`config.mk`:
```
export PLATFORM = sky130hd
export DESIGN_NAME = pipe_reg_chain
export DESIGN_NICKNAME = d
export VERILOG_FILES = /design/src/rtl/pipe_pkg.sv /design/src/rtl/pipe_stage.sv /design/src/rtl/pipe_reg_chain.sv
export SDC_FILE = /design/constraint.sdc
export NUM_CORES = 1
export LEC_CHECK = 0
export BUFFER_PORTS_ARGS = -buffer_cell sky130_fd_sc_hd__buf_2
export CORE_MARGIN = 10
export CORE_UTILIZATION = 48
export DETAILED_ROUTE_END_ITERATION = 8
export PLACE_DENSITY = 0.72
export SLEW_MARGIN = 5
export SYNTH_ARGS = -nofsm -noshare
export SYNTH_HDL_FRONTEND = slang
export SYNTH_SLANG_ARGS = --single-unit
```
`constraint.sdc`:
```
create_clock -name clk -period 2.3 [get_ports clk]
set_input_delay 0.115 -clock clk [delete_from_list [all_inputs] [get_ports clk]]
set_output_delay 0.115 -clock clk [all_outputs]
set_load 0.02 [all_outputs]
```
`src/rtl/pipe_pkg.sv`:
```
// Shared types and sizing helpers for the pipe_reg_chain register pipeline.
package pipe_pkg;

  localparam int DEF_WIDTH  = 8;
  localparam int DEF_STAGES = 3;

  // TWO only occurs when stages are built as 2-entry skid buffers.
  typedef enum logic [1:0] {
    EMPTY = 2'd0,
    ONE   = 2'd1,
    TWO   = 2'd2
  } stage_state_t;

  function automatic int count_width(input int cap);
    return $clog2(cap + 1);
  endfunction

endpackage

```
`src/rtl/pipe_stage.sv`:
```
// One pipeline stage: a single register, or a 2-entry skid buffer when PIPE_SKID_EN is defined.
// Handshake: a word moves on a clock edge only when valid && ready are both high.
module pipe_stage
  import pipe_pkg::*;
#(
  parameter int WIDTH = DEF_WIDTH
) (
  input  logic             clk,
  input  logic             reset,
  input  logic             enable,
  input  logic             flush,
  input  logic             in_valid,
  input  logic [WIDTH-1:0] in_data,
  output logic             in_ready,
  output logic             out_valid,
  output logic [WIDTH-1:0] out_data,
  input  logic             out_ready,
  output stage_state_t     state
);

  logic         go;
  logic         push;
  logic         pop;
  stage_state_t state_d;

  // Any reset, flush or freeze blocks both sides of the handshake.
  assign go        = enable && reset && !flush;
  assign out_valid = go && (state != EMPTY);
  assign push      = in_valid && in_ready;
  assign pop       = out_valid && out_ready;

`ifdef PIPE_SKID_EN
  logic [WIDTH-1:0] head;
  logic [WIDTH-1:0] tail;

  // Ready depends only on local occupancy, breaking the combinational ready chain.
  assign in_ready = go && (state != TWO);
  assign out_data = head;

  always_comb begin
    state_d = state;
    if (flush) begin
      state_d = EMPTY;
    end else begin
      case ({push, pop})
        2'b10:   state_d = (state == EMPTY) ? ONE : TWO;
        2'b01:   state_d = (state == TWO) ? ONE : EMPTY;
        default: state_d = state;
      endcase
    end
  end

  always_ff @(posedge clk) begin
    if (!reset) begin
      head <= '0;
      tail <= '0;
    end else if (push && !pop) begin
      if (state == EMPTY) head <= in_data;
      else                tail <= in_data;
    end else if (!push && pop) begin
      head <= tail;
    end else if (push && pop) begin
      if (state == TWO) begin
        head <= tail;
        tail <= in_data;
      end else begin
        head <= in_data;
      end
    end
  end
`else
  logic [WIDTH-1:0] data_q;

  assign in_ready = go && ((state == EMPTY) || out_ready);
  assign out_data = data_q;

  always_comb begin
    state_d = state;
    if (flush)     state_d = EMPTY;
    else if (push) state_d = ONE;
    else if (pop)  state_d = EMPTY;
  end

  always_ff @(posedge clk) begin
    if (!reset)    data_q <= '0;
    else if (push) data_q <= in_data;
  end
`endif

  always_ff @(posedge clk) begin
    if (!reset) state <= EMPTY;
    else        state <= state_d;
  end

endmodule

```
`src/rtl/pipe_reg_chain.sv`:
```
// STAGES-deep valid/ready register pipeline with freeze, flush and occupancy count.
// Define PIPE_SKID_EN to build every stage as a 2-entry skid buffer (capacity 2*STAGES).
module pipe_reg_chain
  import pipe_pkg::*;
#(
  parameter int WIDTH  = DEF_WIDTH,
  parameter int STAGES = DEF_STAGES,
`ifdef PIPE_SKID_EN
  localparam int CAP   = 2 * STAGES,
`else
  localparam int CAP   = STAGES,
`endif
  localparam int CW    = count_width(CAP)
) (
  input  logic             clk,
  input  logic             reset,
  input  logic             enable,
  input  logic             flush,
  input  logic             in_valid,
  input  logic [WIDTH-1:0] in_data,
  output logic             in_ready,
  output logic             out_valid,
  output logic [WIDTH-1:0] out_data,
  input  logic             out_ready,
  output logic [CW-1:0]    count
);

  logic accept;
  logic deliver;

  for (genvar k = 0; k < STAGES; k++) begin : g_stage
    logic             s_in_valid;
    logic             s_in_ready;
    logic [WIDTH-1:0] s_in_data;
    logic             s_out_valid;
    logic             s_out_ready;
    logic [WIDTH-1:0] s_out_data;
    stage_state_t     s_state;
    logic [CW-1:0]    s_occ;

    if (k == 0) begin : g_first
      assign s_in_valid = in_valid;
      assign s_in_data  = in_data;
      assign s_occ      = CW'(s_state);
    end else begin : g_next
      assign s_in_valid = g_stage[k-1].s_out_valid;
      assign s_in_data  = g_stage[k-1].s_out_data;
      assign s_occ      = g_stage[k-1].s_occ + CW'(s_state);
    end

    if (k == STAGES - 1) begin : g_last
      assign s_out_ready = out_ready;
    end else begin : g_inner
      assign s_out_ready = g_stage[k+1].s_in_ready;
    end

    pipe_stage #(.WIDTH(WIDTH)) u_stage (
      .clk       (clk),
      .reset     (reset),
      .enable    (enable),
      .flush     (flush),
      .in_valid  (s_in_valid),
      .in_data   (s_in_data),
      .in_ready  (s_in_ready),
      .out_valid (s_out_valid),
      .out_data  (s_out_data),
      .out_ready (s_out_ready),
      .state     (s_state)
    );
  end

  assign in_ready  = g_stage[0].s_in_ready;
  assign out_valid = g_stage[STAGES-1].s_out_valid;
  assign out_data  = g_stage[STAGES-1].s_out_data;
  assign accept    = in_valid && in_ready;
  assign deliver   = out_valid && out_ready;

  always_ff @(posedge clk) begin
    if (!reset)     count <= '0;
    else if (flush) count <= '0;
    else            count <= count + CW'(accept) - CW'(deliver);
  end

  // The counter must always agree with the summed stage occupancies.
  a_count_matches_stages: assert property (
    @(posedge clk) disable iff (!reset) count == g_stage[STAGES-1].s_occ
  );

endmodule

```
=== Word level (Yosys, flattened, before mapping) ===
Cells that the tools add are included.

* Memories kept: 0
* Bits in read-only memories: 0
* Latch bits: 0
* Input bits: 14
* Bits in writable memories: 0
* Word-level logic and storage cells: 39
* Bits in registers: 29

* Shift-type cells: 0
* $mul: 0
* Bitwise logic cells: 1
* Mux-type cells: 6
* Divide/modulo/power cells: 0
* Equality and inequality tests: 0
* Add/sub/neg operators: 2
* Reduce and logical (&&, ||, !) cells: 23
* $lt $le $gt $ge: 0

{| class="wikitable"
|+ Operators with widths
! cell !! number
|-
| 1-bit logical AND || 12
|-
| 2-bit logical NOT || 3
|-
| 1-bit two-way mux || 6
|-
| 2-bit nonzero test || 3
|-
| 1-bit logical OR || 3
|-
| 2-bit by 1-bit adder with 2-bit output || 1
|-
| 2-bit OR reduction || 1
|-
| 2-bit by 1-bit subtractor with 2-bit output || 1
|-
| 1-bit logical NOT || 1
|-
| 1-bit NOT || 1
|}

=== Logic depth before layout (Yosys ltp) ===
Gate-level depths: netlist (run 1).

* Word-level depth: 10
* Mapped depth: 11

=== Hierarchy ===
From an unflattened synthesis (run 1), not the netlist that was laid out.

* Cells, all modules: 151
* Area total of the unflattened synthesis: 1451.4 µm²

{| class="wikitable"
|+ Modules (own cells, without submodules)
! module !! cells an instance !! area each (µm²) !! sequential area each (µm²) !! instances
|-
| pipe_stage || 47 || 442.9 || 180.2 || 3
|-
| pipe_reg_chain || 10 || 122.6 || 40.0 || 1
|}

=== Worst setup path before layout (run 1) ===
No wires, ideal clock.

* Kind: in2reg
* Start: input reset
* End: register count[1]
* Buffers on the path: 2
* Setup slack: 0.583 ns
* Data required time: 2.185 ns
* Data arrival time: 1.602 ns
* Cell stages on the path: 11
* Path through: buf_4 > nor2b_4 > and4_1 > buf_6 > inv_2 > ha_1 > inv_1 > ha_1 > xor2_1 > xnor2_1 > nor2_1

* Cells in the longest elaborated chain, start to end: 10
* Elaborated cells between the ends (all ways): 14
* Those cells by class: 2 x add/sub; 1 x bitwise; 11 x reduce/logical

{| class="wikitable"
|+ Ends and longest elaborated chain
! item !! RTL line !! RTL
|-
| start: declaration || pipe_reg_chain.sv:16 || <nowiki>input logic reset,</nowiki>
|-
| 1-bit logical AND (2 in a row) || pipe_stage.sv:27 || <nowiki>assign go = enable && reset && !flush;</nowiki>
|-
| 1-bit logical AND || pipe_stage.sv:74 || <nowiki>assign in_ready = go && ((state == EMPTY) || out_ready);</nowiki>
|-
| 1-bit logical OR || pipe_stage.sv:74 ||
|-
| 1-bit logical AND || pipe_stage.sv:74 ||
|-
| 1-bit logical OR || pipe_stage.sv:74 ||
|-
| 1-bit logical AND || pipe_stage.sv:74 ||
|-
| 1-bit logical AND || pipe_reg_chain.sv:75 || <nowiki>assign accept = in_valid && in_ready;</nowiki>
|-
| 2-bit by 1-bit adder with 2-bit output || pipe_reg_chain.sv:81 || <nowiki>else count <= count + CW'(accept) - CW'(deliver);</nowiki>
|-
| 2-bit by 1-bit subtractor with 2-bit output || pipe_reg_chain.sv:81 ||
|-
| end signal: assignment || pipe_reg_chain.sv:81 ||
|-
| end: declaration || pipe_reg_chain.sv:25 || <nowiki>output logic [CW-1:0] count</nowiki>
|}

Several ways; a longest one is shown, not always the timed one.
A chain may end at the register's enable or synchronous reset.

=== Final worst setup path (run 1) ===
* Start: register g_stage[1].u_stage.state[0]
* End: register count[1]

* Cells in the longest elaborated chain, start to end: 8

{| class="wikitable"
|+ Ends and longest elaborated chain
! item !! RTL line !! RTL
|-
| start: declaration || pipe_stage.sv:18 || <nowiki>output stage_state_t state</nowiki>
|-
| start signal: assignment || pipe_stage.sv:92 || <nowiki>else state <= state_d;</nowiki>
|-
| 2-bit logical NOT || pipe_stage.sv:74 ||
|-
| 1-bit logical OR || pipe_stage.sv:74 ||
|-
| 1-bit logical AND || pipe_stage.sv:74 ||
|-
| 1-bit logical OR || pipe_stage.sv:74 ||
|-
| 1-bit logical AND || pipe_stage.sv:74 ||
|-
| 1-bit logical AND || pipe_reg_chain.sv:75 ||
|-
| 2-bit by 1-bit adder with 2-bit output || pipe_reg_chain.sv:81 ||
|-
| 2-bit by 1-bit subtractor with 2-bit output || pipe_reg_chain.sv:81 ||
|}

Every way passes these cells.

==> impl_metrics.json, run 1 <==
{
  "status": "finished clean",
  "synth_ff_type": "dfxtp_1",
  "vias": 867,
  "skew_ns": 0.004960,
  "cp_num_buf_inv": 2,
  "post_cts_buffers": 0,
  "p_leak_nw": 0.6239,
  "fin_util": 0.6262,
  "rows": 17,
  "cts.clk_slew.worst_paths_ns": 0.09,
  "fp.dieH_um": 69.74,
  "n_antenna_cell": 0,
  "htreeDepth": 2,
  "p_total_mw": 0.9921,
  "syn-cell-area_um2": 1187,
  "synthArstFlopShare": 0,
  "finalMaxSlewViolations": 0,
  "grt_usage": 0.09888,
  "tightest_slew_ns": 0.5636,
  "first_iter_violations": 56,
  "min-delay-path-class": "in -> reg",
  "syn-num-nets": 135,
  "syn_inst": 119,
  "final_antenna_net_count": 0,
  "fin_area_um2": 1425,
  "die_area_um2": 4863,
  "fin_nets": 165,
  "numCtsBuffers": 5,
  "fp.coreArea_um2": 2276,
  "tns_ns": 0,
  "finalSetupViolCount": 0,
  "drv_cap": 0,
  "p_clk_frac": 0.437,
  "max_stage_delay_ns": 0.40,
  "crit_path_start_kind": "flip-flop",
  "numPortBuffers": 25,
  "synthToLayoutAreaGrowth_pct": 20.02,
  "ys_ff_latch": 29,
  "synth.yosys.seq_area_share": 0.4889,
  "max-slew-margin-rel": 0.6230,
  "wl_um": 2277,
  "placed_area_um2": 1340,
  "ios": 26,
  "finalHoldViolCount": 0,
  "cp-end-kind": "flip-flop",
  "critPathSlowestCell": "dfxtp_1",
  "seq_area_um2": 580.6,
  "overflow": 0,
  "required_ns": 2.52,
  "cts_buffer_depth": 2,
  "hold_buffers": 0,
  "antenna_found_initial": 0,
  "place_congestion": 0.7672,
  "grt_max_degree": 26,
  "combPwrFrac": 0.048,
  "drive_gt1_frac": 0.2733,
  "fmaxAchievable_mhz": 586.5,
  "dp.cells": 170,
  "viasPerCell": 4.871,
  "worst-path-max-fanout": 4,
  "start_util": 0.5217,
  "ys_types": 28,
  "powerDensity_nw_per_um2": 696.2,
  "fin_crit_ns": 1.705,
  "grt_pass1_wl_um": 3926,
  "synth_edf_count": 0,
  "yosys_warnings": 0,
  "seq_power_share": 0.514,
  "root_buffer": "clkbuf_4",
  "clock-sinks": 29,
  "fin_cells": 178,
  "grt_pass1_vias": 886,
  "worstPathArrival_ns": 1.93,
  "power.internal_mw": 0.7888,
  "fill_cells": 194,
  "synth_area_per_cell_um2": 9.978,
  "cp_common_cell": "ha_1",
  "clock_latency_ns": 0.32,
  "multiInputGateArea_um2": 535.5,
  "cp_top_family": "simple AND/OR/NAND/NOR gates",
  "drt_first_pass_iters": 4,
  "routedWlPerCell_um": 12.79,
  "vdd_ir_drop_max_uv": 458.5,
  "drc": 0,
  "cts_tree": "built",
  "dp.final_hpwl_um": 1702,
  "finalCritPeriodShare": 0.7414,
  "dieWidth_um": 69.74,
  "cts_resized": 0,
  "crit_type": "reg -> reg",
  "rsz0062_at_grt": "false",
  "swShare": 0.2049,
  "p_switching_mw": 0.2033,
  "path_cells": "nand4b_1 > and4_1 > inv_2 > ha_1 > inv_1 > ha_1 > xor2_1 > xnor2_1 > nor2_1"
}
registers in the layout, indices dropped and copies added, names as in the netlist:
name,count
g_stage.u_stage.out_data,24
count,2
g_stage.u_stage.state,3
cell usage in the layout, fill, tap and decap left out, drive strengths merged:
cell type / Yosys / final
dfxtp: 29 / 29
nand2: 28 / 28
buf: 4 / 28
mux2i: 24 / 24
inv: 11 / 11
clkbuf: 1 / 7
and3: 2 / 2
and2: 2 / 2
a21oi: 2 / 2
ha: 2 / 2
nor2b: 2 / 2
nand4b: 1 / 1
and4: 1 / 1
nand2b: 1 / 1
nor3: 1 / 1
nand3b: 1 / 1
nand3: 1 / 1
a31o: 1 / 1
nor3b: 1 / 1
xor2: 1 / 1
xnor2: 1 / 1
nor2: 1 / 1
o21ai: 1 / 1
bufinv: 0 / 1
through the flow:
stage / worst slack (ns) / hold slack, ns
finish: 0.5948 / 0.01960
global route: 0.4227 / 0.003564
CTS: 0.5879 / 0.009057
detailed placement: 0.6047 / 0.3657
global placement: 0.6953 / 0.3573
floorplan: 0.5830 / 0.2508
logic make-up after synthesis:
group | share of synthesized area
fa+ha+maj | 0.02107
compound gates | 0.02002
flops | 0.4889
buf+inv | 0.06427
mux | 0.2023
xor+xnor | 0.01476
simple gates | 0.1886
final cells by class:
cell class,instances,share of cell area
Clock buffer,7,0.03863
Clock inverter,1,0.02107
Inverter,11,0.02897
Multi-Input combinational cell,74,0.3758
Sequential cell,29,0.4074
Tap cell,28,0.02458
Timing Repair Buffer,28,0.1036
cell usage after synthesis, drive strengths merged, types with 2 or more instances:
master / number / share of area
a21oi: 2 / 0.0084
and2: 2 / 0.011
and3: 2 / 0.011
buf: 4 / 0.026
dfxtp: 29 / 0.49
ha: 2 / 0.021
inv: 11 / 0.035
mux2i: 24 / 0.20
nand2: 28 / 0.091
nor2b: 2 / 0.017
tightest hold or removal path: stages:
cell and delay, ns:
buf_2 0.09, inv_1 0.04, mux2i_1 0.05
layer usage:
metal / track usage / wire, um
met1: 0.1003 / 972
met2: 0.1583 / 1100
met3: 0.05136 / 149
met4: 0.05870 / 56
met5: 0 / 0
power by group through the flow:
stage	clock, mW	sequential (mW)	combinational (mW)
after global routing	0.470	0.511	0.0533
after CTS	0.446	0.510	0.0486
final	0.434	0.510	0.0481
after floorplan	0	0.522	0.0296
after global placement	0	0.522	0.0472
after detailed placement	0	0.522	0.0483
worst paths after layout:
| path | start | end | slack (ns) | cells after the start |
|---|---|---|---|---|
| worst min-delay path | in_data[2] | g_stage[0].u_stage.out_data[2] | 0.02 | 3 |
| worst min register to register | g_stage[2].u_stage.out_data[0] | g_stage[2].u_stage.out_data[0] | 0.46 | 2 |
| worst max register to register | g_stage[1].u_stage.state[0] | count[1] | 0.59 | 9 |
| worst max-delay path | g_stage[1].u_stage.state[0] | count[1] | 0.59 | 9 |
(Power assumes the default switching activity.)
==> run 2, diff against run 1 <==
==> constraint.sdc (replaced) <==
create_clock -name clk -period 1.7 [get_ports clk]
set_input_delay 0.085 -clock clk [delete_from_list [all_inputs] [get_ports clk]]
set_output_delay 0.085 -clock clk [all_outputs]
set_load 0.02 [all_outputs]
==> impl_metrics.json, run 2 (synthesized netlist as in run 1, its figures left out) <==
{
  "synthToLayoutAreaGrowth_pct": 31.40,
  "finalHoldViolCount": 0,
  "fin_nets": 176,
  "tns_ns": 0,
  "powerDensity_nw_per_um2": 866.4,
  "swShare": 0.2018,
  "numPortBuffers": 25,
  "skew_ns": 0.003728,
  "cts_buffer_depth": 2,
  "worst-path-max-fanout": 3,
  "finalSetupViolCount": 0,
  "p_clk_frac": 0.429,
  "grt_pass1_wl_um": 4416,
  "cp_top_family": "adder cells",
  "critPathSlowestCell": "dfxtp_2",
  "final_cell_mix": "27 x nand2_1, 27 x dfxtp_1, 25 x buf_2, 24 x mux2i_1, 9 x inv_1",
  "required_ns": 1.92,
  "path_cells": "nand4b_1 > and4_1 > inv_2 > ha_4 > inv_2 > ha_4 > xor2_2 > xnor2_1 > nor2_1",
  "finalCritPeriodShare": 0.9423,
  "placed_area_um2": 1363,
  "grt_max_degree": 26,
  "n_antenna_cell": 0,
  "largest_reg_flops": 24,
  "post-place-ws_ns": 0.02815,
  "die_area_um2": 4863,
  "worstPathArrival_ns": 1.82,
  "crit_type": "reg -> reg",
  "fin_crit_ns": 1.602,
  "antenna_found_initial": 0,
  "rsz0062_at_grt": "true",
  "cp_num_buf_inv": 2,
  "final_antenna_net_count": 0,
  "tightest_slew_ns": 0.2659,
  "cts.clk_slew.worst_paths_ns": 0.09,
  "numCtsBuffers": 5,
  "layout_setup_ws_ns": 0.09801,
  "finalMaxSlewViolations": 0,
  "status": "finished clean",
  "power.internal_mw": 1.079,
  "fin_area_um2": 1560,
  "drive_gt1_frac": 0.3168,
  "combPwrFrac": 0.060,
  "fmaxAchievable_mhz": 624.2,
  "cp-end-kind": "flip-flop",
  "p_leak_nw": 0.6707,
  "max_stage_delay_ns": 0.34,
  "cts_tree": "built",
  "routedWlPerCell_um": 13.42,
  "overflow": 0,
  "vdd_ir_drop_max_uv": 680.5,
  "dp.final_hpwl_um": 1823,
  "p_switching_mw": 0.2728,
  "drc": 0,
  "first_iter_violations": 28,
  "max-slew-margin-rel": 0.8224,
  "wl_um": 2536,
  "fp.coreArea_um2": 2276,
  "vias": 921,
  "ios": 26,
  "rows": 17,
  "clock_latency_ns": 0.32,
  "clock-sinks": 29,
  "viasPerCell": 4.873,
  "root_buffer": "clkbuf_4",
  "start_util": 0.5217,
  "grt_usage": 0.1086,
  "dieWidth_um": 69.74,
  "htreeDepth": 2,
  "place_congestion": 0.7151,
  "drt_first_pass_iters": 4,
  "crit_path_start_kind": "flip-flop",
  "grt_pass1_vias": 978,
  "drv_cap": 0,
  "seq_power_share": 0.511,
  "fp.dieH_um": 69.74,
  "min-delay-path-class": "in -> reg"
}
==> run 2: cell count changes in the layout (fill, tap and decap cells not counted), moves of 2 or more <==
| cell | before | now |
|---|---|---|
| buf_4 | 3 | 7 |
| dfxtp_1 | 29 | 27 |
| dfxtp_2 | 0 | 2 |
| dlygate4sd3_1 | 0 | 7 |
| ha_1 | 2 | 0 |
| ha_4 | 0 | 2 |
==> run 2: final timing paths <==
check | to | depth (start not counted) | startpoint | slack, ns
setup / recovery | count[1] | 9 | g_stage[0].u_stage.state[0] | 0.1
hold / removal | g_stage[0].u_stage.out_data[7] | 3 | in_data[7] | 0.009
setup reg to reg | count[1] | 9 | g_stage[0].u_stage.state[0] | 0.1
hold reg to reg | g_stage[2].u_stage.out_data[1] | 2 | g_stage[2].u_stage.out_data[1] | 0.46
==> run 2: metal layers <==
metal  track usage  up-vias  part of all wire
li1              -      465                 -
met1        0.1219      423              0.45
met2        0.1724       26              0.48
met3       0.04565        7             0.058
met4       0.05217        0             0.020
met5             0        -                 0
==> run 2: layout make-up <==
| class | instances | area, um^2 |
|---|---|---|
| clock buffers | 7 | 55.05 |
| clock inverters | 1 | 30.03 |
| fillers | 199 | 715.7 |
| inverters | 11 | 41.29 |
| multi-input cells | 74 | 568.0 |
| flip-flops and latches | 29 | 583.1 |
| well taps | 28 | 35.03 |
| repair buffers | 39 | 247.7 |
==> run 2: stage by stage <==
stage	hold WS, ns	power [mW]	util	instances
after floorplan	0.2208	0.7459	-	119
after global routing	0.008202	1.403	0.6855	189
after global placement	0.3276	0.7709	0.5987	173
after CTS	0.002952	1.368	0.6712	189
final	0.008912	1.352	0.6855	189
after detailed placement	0.3324	0.7731	0.5987	173
==> run 2: power groups by stage <==
stage               Combinational, mW  Sequential (mW)  Clock, mW
floorplan                      0.0400            0.706          0
global placement               0.0652            0.706          0
detailed placement             0.0668            0.706          0
CTS                            0.0799            0.691      0.597
global route                   0.0895            0.692      0.622
finish                         0.0806            0.691      0.580
==> run 2: worst register-to-register path, delay by kind of cell (launching register included) <==
kind,cells,cell delay [ns]
adder cells (fa/ha/maj),2,0.41
AND/OR/NAND/NOR,3,0.39
flip-flops,1,0.34
XOR/XNOR,2,0.28
buffers and inverters,2,0.09
==> run 2: timing repair <==
| item | in CTS | in global routing |
|---|---|---|
| setup buffers | 1 | 0 |
| hold buffers | 7 | 0 |
| pin swaps | 2 | 4 |
| hold endpoints to repair | 7 | 0 |
| gates resized for setup | 2 | 5 |
| endpoints found under the setup margin | 1 | 1 |
==> run 3, diff against run 2 <==
--- a/config.mk
+++ b/config.mk
@@ -5,11 +5,12 @@
 export SDC_FILE = /design/constraint.sdc
 export NUM_CORES = 1
 export LEC_CHECK = 0
+export ABC_AREA = 1
 export BUFFER_PORTS_ARGS = -buffer_cell sky130_fd_sc_hd__buf_2
 export CORE_MARGIN = 10
 export CORE_UTILIZATION = 48
 export DETAILED_ROUTE_END_ITERATION = 8
-export PLACE_DENSITY = 0.72
+export PLACE_DENSITY = 0.71
 export SLEW_MARGIN = 5
 export SYNTH_ARGS = -nofsm -noshare
 export SYNTH_HDL_FRONTEND = slang
==> impl_metrics.json, run 3 <==
{
  "max-slew-margin-rel": 0.8190,
  "fmaxAchievable_mhz": 574.0,
  "finalMaxSlewViolations": 0,
  "grt_usage": 0.09941,
  "worst-path-max-fanout": 2,
  "tightest_slew_ns": 0.2706,
  "numCtsBuffers": 5,
  "met1_usage": 0.1125,
  "worstPathArrival_ns": 2.00,
  "numPortBuffers": 25,
  "dieWidth_um": 71.89,
  "grt_pass1_wl_um": 4298,
  "synth_ff_type": "dfxtp_1",
  "final_cell_mix": "32 x inv_1, 29 x nand2_1, 28 x nor2_1, 28 x dfxtp_1, 24 x buf_2",
  "synth.yosys.seq_area_share": 0.4492,
  "fill_cells": 243,
  "crit_path_start_kind": "flip-flop",
  "place_congestion": 0.8265,
  "fp.coreArea_um2": 2522,
  "critPathSlowestCell": "dfxtp_2",
  "min-delay-path-class": "in -> reg",
  "start_util": 0.5124,
  "rr_endpoint": "count[1]",
  "cts.clk_slew.worst_paths_ns": 0.08,
  "worst_hold_startpoint": "in_data[5]",
  "wl_um": 2495,
  "synthToLayoutAreaGrowth_pct": 24.98,
  "cts_buffer_depth": 2,
  "path_depth": 10,
  "drv_cap": 0,
  "layout_setup_ws_ns": -0.04208,
  "vdd_ir_drop_max_uv": 650.6,
  "syn-num-nets": 192,
  "ios": 26,
  "dp.final_hpwl_um": 1742,
  "skew_ns": 0.007765,
  "hold_end": "g_stage[0].u_stage.out_data[5]",
  "yosysTopAreaCellShare": 0.4492,
  "fin_nets": 226,
  "fin_crit_ns": 1.742,
  "synthArstFlopShare": 0,
  "largest_reg_flops": 24,
  "synth_most_common_cell": "inv_1",
  "finalCritPeriodShare": 1.025,
  "yosys_warnings": 0,
  "ys_ff_latch": 29,
  "yosysTopAreaCell": "dfxtp_1",
  "r2r_slack_ns": -0.04,
  "drt_first_pass_iters": 4,
  "final_common_cell": "inv_1",
  "path_cells": "inv_2 > nor2_4 > a31oi_4 > nand2_2 > ha_4 > inv_2 > ha_4 > xnor2_2 > or2_4 > a21oi_2",
  "cp_top_family": "adder cells",
  "rows": 18,
  "status": "finished, violations left",
  "overflow": 0,
  "powerDensity_nw_per_um2": 841.0,
  "clock_latency_ns": 0.32,
  "synth.top_cells.by_area": "dfxtp_1 45%, inv_1 9.9%, nand2_1 8.7%",
  "p_leak_nw": 0.7579,
  "grt_util_met2": 0.1559,
  "r2r_start": "g_stage[2].u_stage.state[0]",
  "clock-sinks": 29,
  "rsz0062_at_grt": "true",
  "cp_num_buf_inv": 2,
  "synth_edf_count": 0,
  "drive_gt1_frac": 0.2749,
  "synth.top_cells.by_count": "34 x inv_1, 30 x nand2_1, 29 x dfxtp_1",
  "finalHoldViolCount": 0,
  "fp.dieH_um": 71.89,
  "crit_type": "reg -> reg",
  "grt_max_degree": 26,
  "syn-cell-area_um2": 1292,
  "required_ns": 1.96,
  "viasPerCell": 4.552,
  "n_antenna_cell": 0,
  "fin_util": 0.6404,
  "grt_pass1_vias": 1048,
  "ys_types": 24,
  "tns_ns": -0.04208,
  "finalSetupViolCount": 1,
  "violations": "setup timing",
  "r2r_cells": 10,
  "grt_use_met3": 0.04490,
  "cp-end-kind": "flip-flop",
  "routedWlPerCell_um": 10.35,
  "syn_inst": 176,
  "max_stage_delay_ns": 0.33,
  "whs_path_depth": 5,
  "synth_area_per_cell_um2": 7.344,
  "top_usage_layer": "met2",
  "root_buffer": "clkbuf_4",
  "final_antenna_net_count": 0,
  "die_area_um2": 5168,
  "htreeDepth": 2,
  "first_iter_violations": 33,
  "drc": 0,
  "cts_tree": "built",
  "vias": 1097,
  "antenna_found_initial": 0
}
-- run 3: cell types whose count changed in the layout (fill, tap and decap cells not counted), moves of 4 or more --
| cell | delta |
|---|---|
| mux2i_1 | -24 |
| a21oi_1 | +15 |
| inv_1 | +23 |
| buf_4 | +4 |
| nor2_1 | +27 |
| o21ai_0 | +9 |
| nand3_1 | +7 |
| dlygate4sd3_1 | -7 |
-- run 3: how the worst max path moves through the flow --
stage | startpoint | end
finish | g_stage[2].u_stage.state[0] | count[1]
global route | g_stage[2].u_stage.state[0] | count[1]
CTS | g_stage[2].u_stage.state[0] | count[1]
detailed placement | g_stage[2].u_stage.state[0] | count[1]
global placement | g_stage[2].u_stage.state[0] | count[1]
floorplan | g_stage[2].u_stage.state[0] | count[1]
-- run 3: final cells by class --
| type | instances | area, um^2 | share of cell area |
|---|---|---|---|
| inverters | 34 | 127.6 | 0.07901 |
| repair buffers | 35 | 202.7 | 0.1255 |
| clock buffers | 7 | 55.05 | 0.03408 |
| flip-flops and latches | 29 | 581.8 | 0.3602 |
| multi-input cells | 105 | 580.6 | 0.3594 |
| well taps | 30 | 37.54 | 0.02324 |
| clock inverters | 1 | 30.03 | 0.01859 |
-- run 3: worst register-to-register path: stages (launching register included) --
cell	delay, ns
dfxtp_2	0.33
inv_2	0.07
nor2_4	0.05
a31oi_4	0.19
nand2_2	0.11
ha_4	0.28
inv_2	0.04
ha_4	0.15
xnor2_2	0.13
or2_4	0.23
a21oi_2	0.12
-- run 3: layer usage --
| metal | routed length (um) | vias to the layer above |
|---|---|---|
| met5 | 0 | - |
| met4 | 27 | 0 |
| met3 | 205 | 4 |
| met2 | 1083 | 23 |
| met1 | 1177 | 464 |
| li1 | - | 606 |
-- run 3: report_power, final --
group          switching, mW  internal, mW
Sequential           0.00397         0.686
Combinational         0.0568        0.0410
Clock                  0.219         0.351
Total                  0.280          1.08
-- run 3: kinds of logic after synthesis --
logic type	synth area share
simple gates	0.2469
buf+inv	0.1413
xor+xnor	0.006778
fa+ha+maj	0.01936
compound gates	0.1365
flops	0.4492
-- run 3: metrics by stage --
step	setup slack, ns	hold slack [ns]	instance area (um^2)	cells	power (mW)
after floorplan	-0.07554	0.3042	1303	176	0.7693
after global placement	0.03365	0.3924	1440	227	0.7940
after detailed placement	-0.02577	0.4055	1440	227	0.7961
after CTS	0.001708	0.06932	1588	239	1.367
after global routing	-0.1264	0.09685	1615	241	1.421
final	-0.04208	0.08098	1615	241	1.359
-- run 3: what timing repair did --
action	4_1_cts	5_1_grt
resized for setup	6	3
setup endpoints to repair	1	1
pin swaps	6	5
hold buffers	0	0
setup buffers	4	2
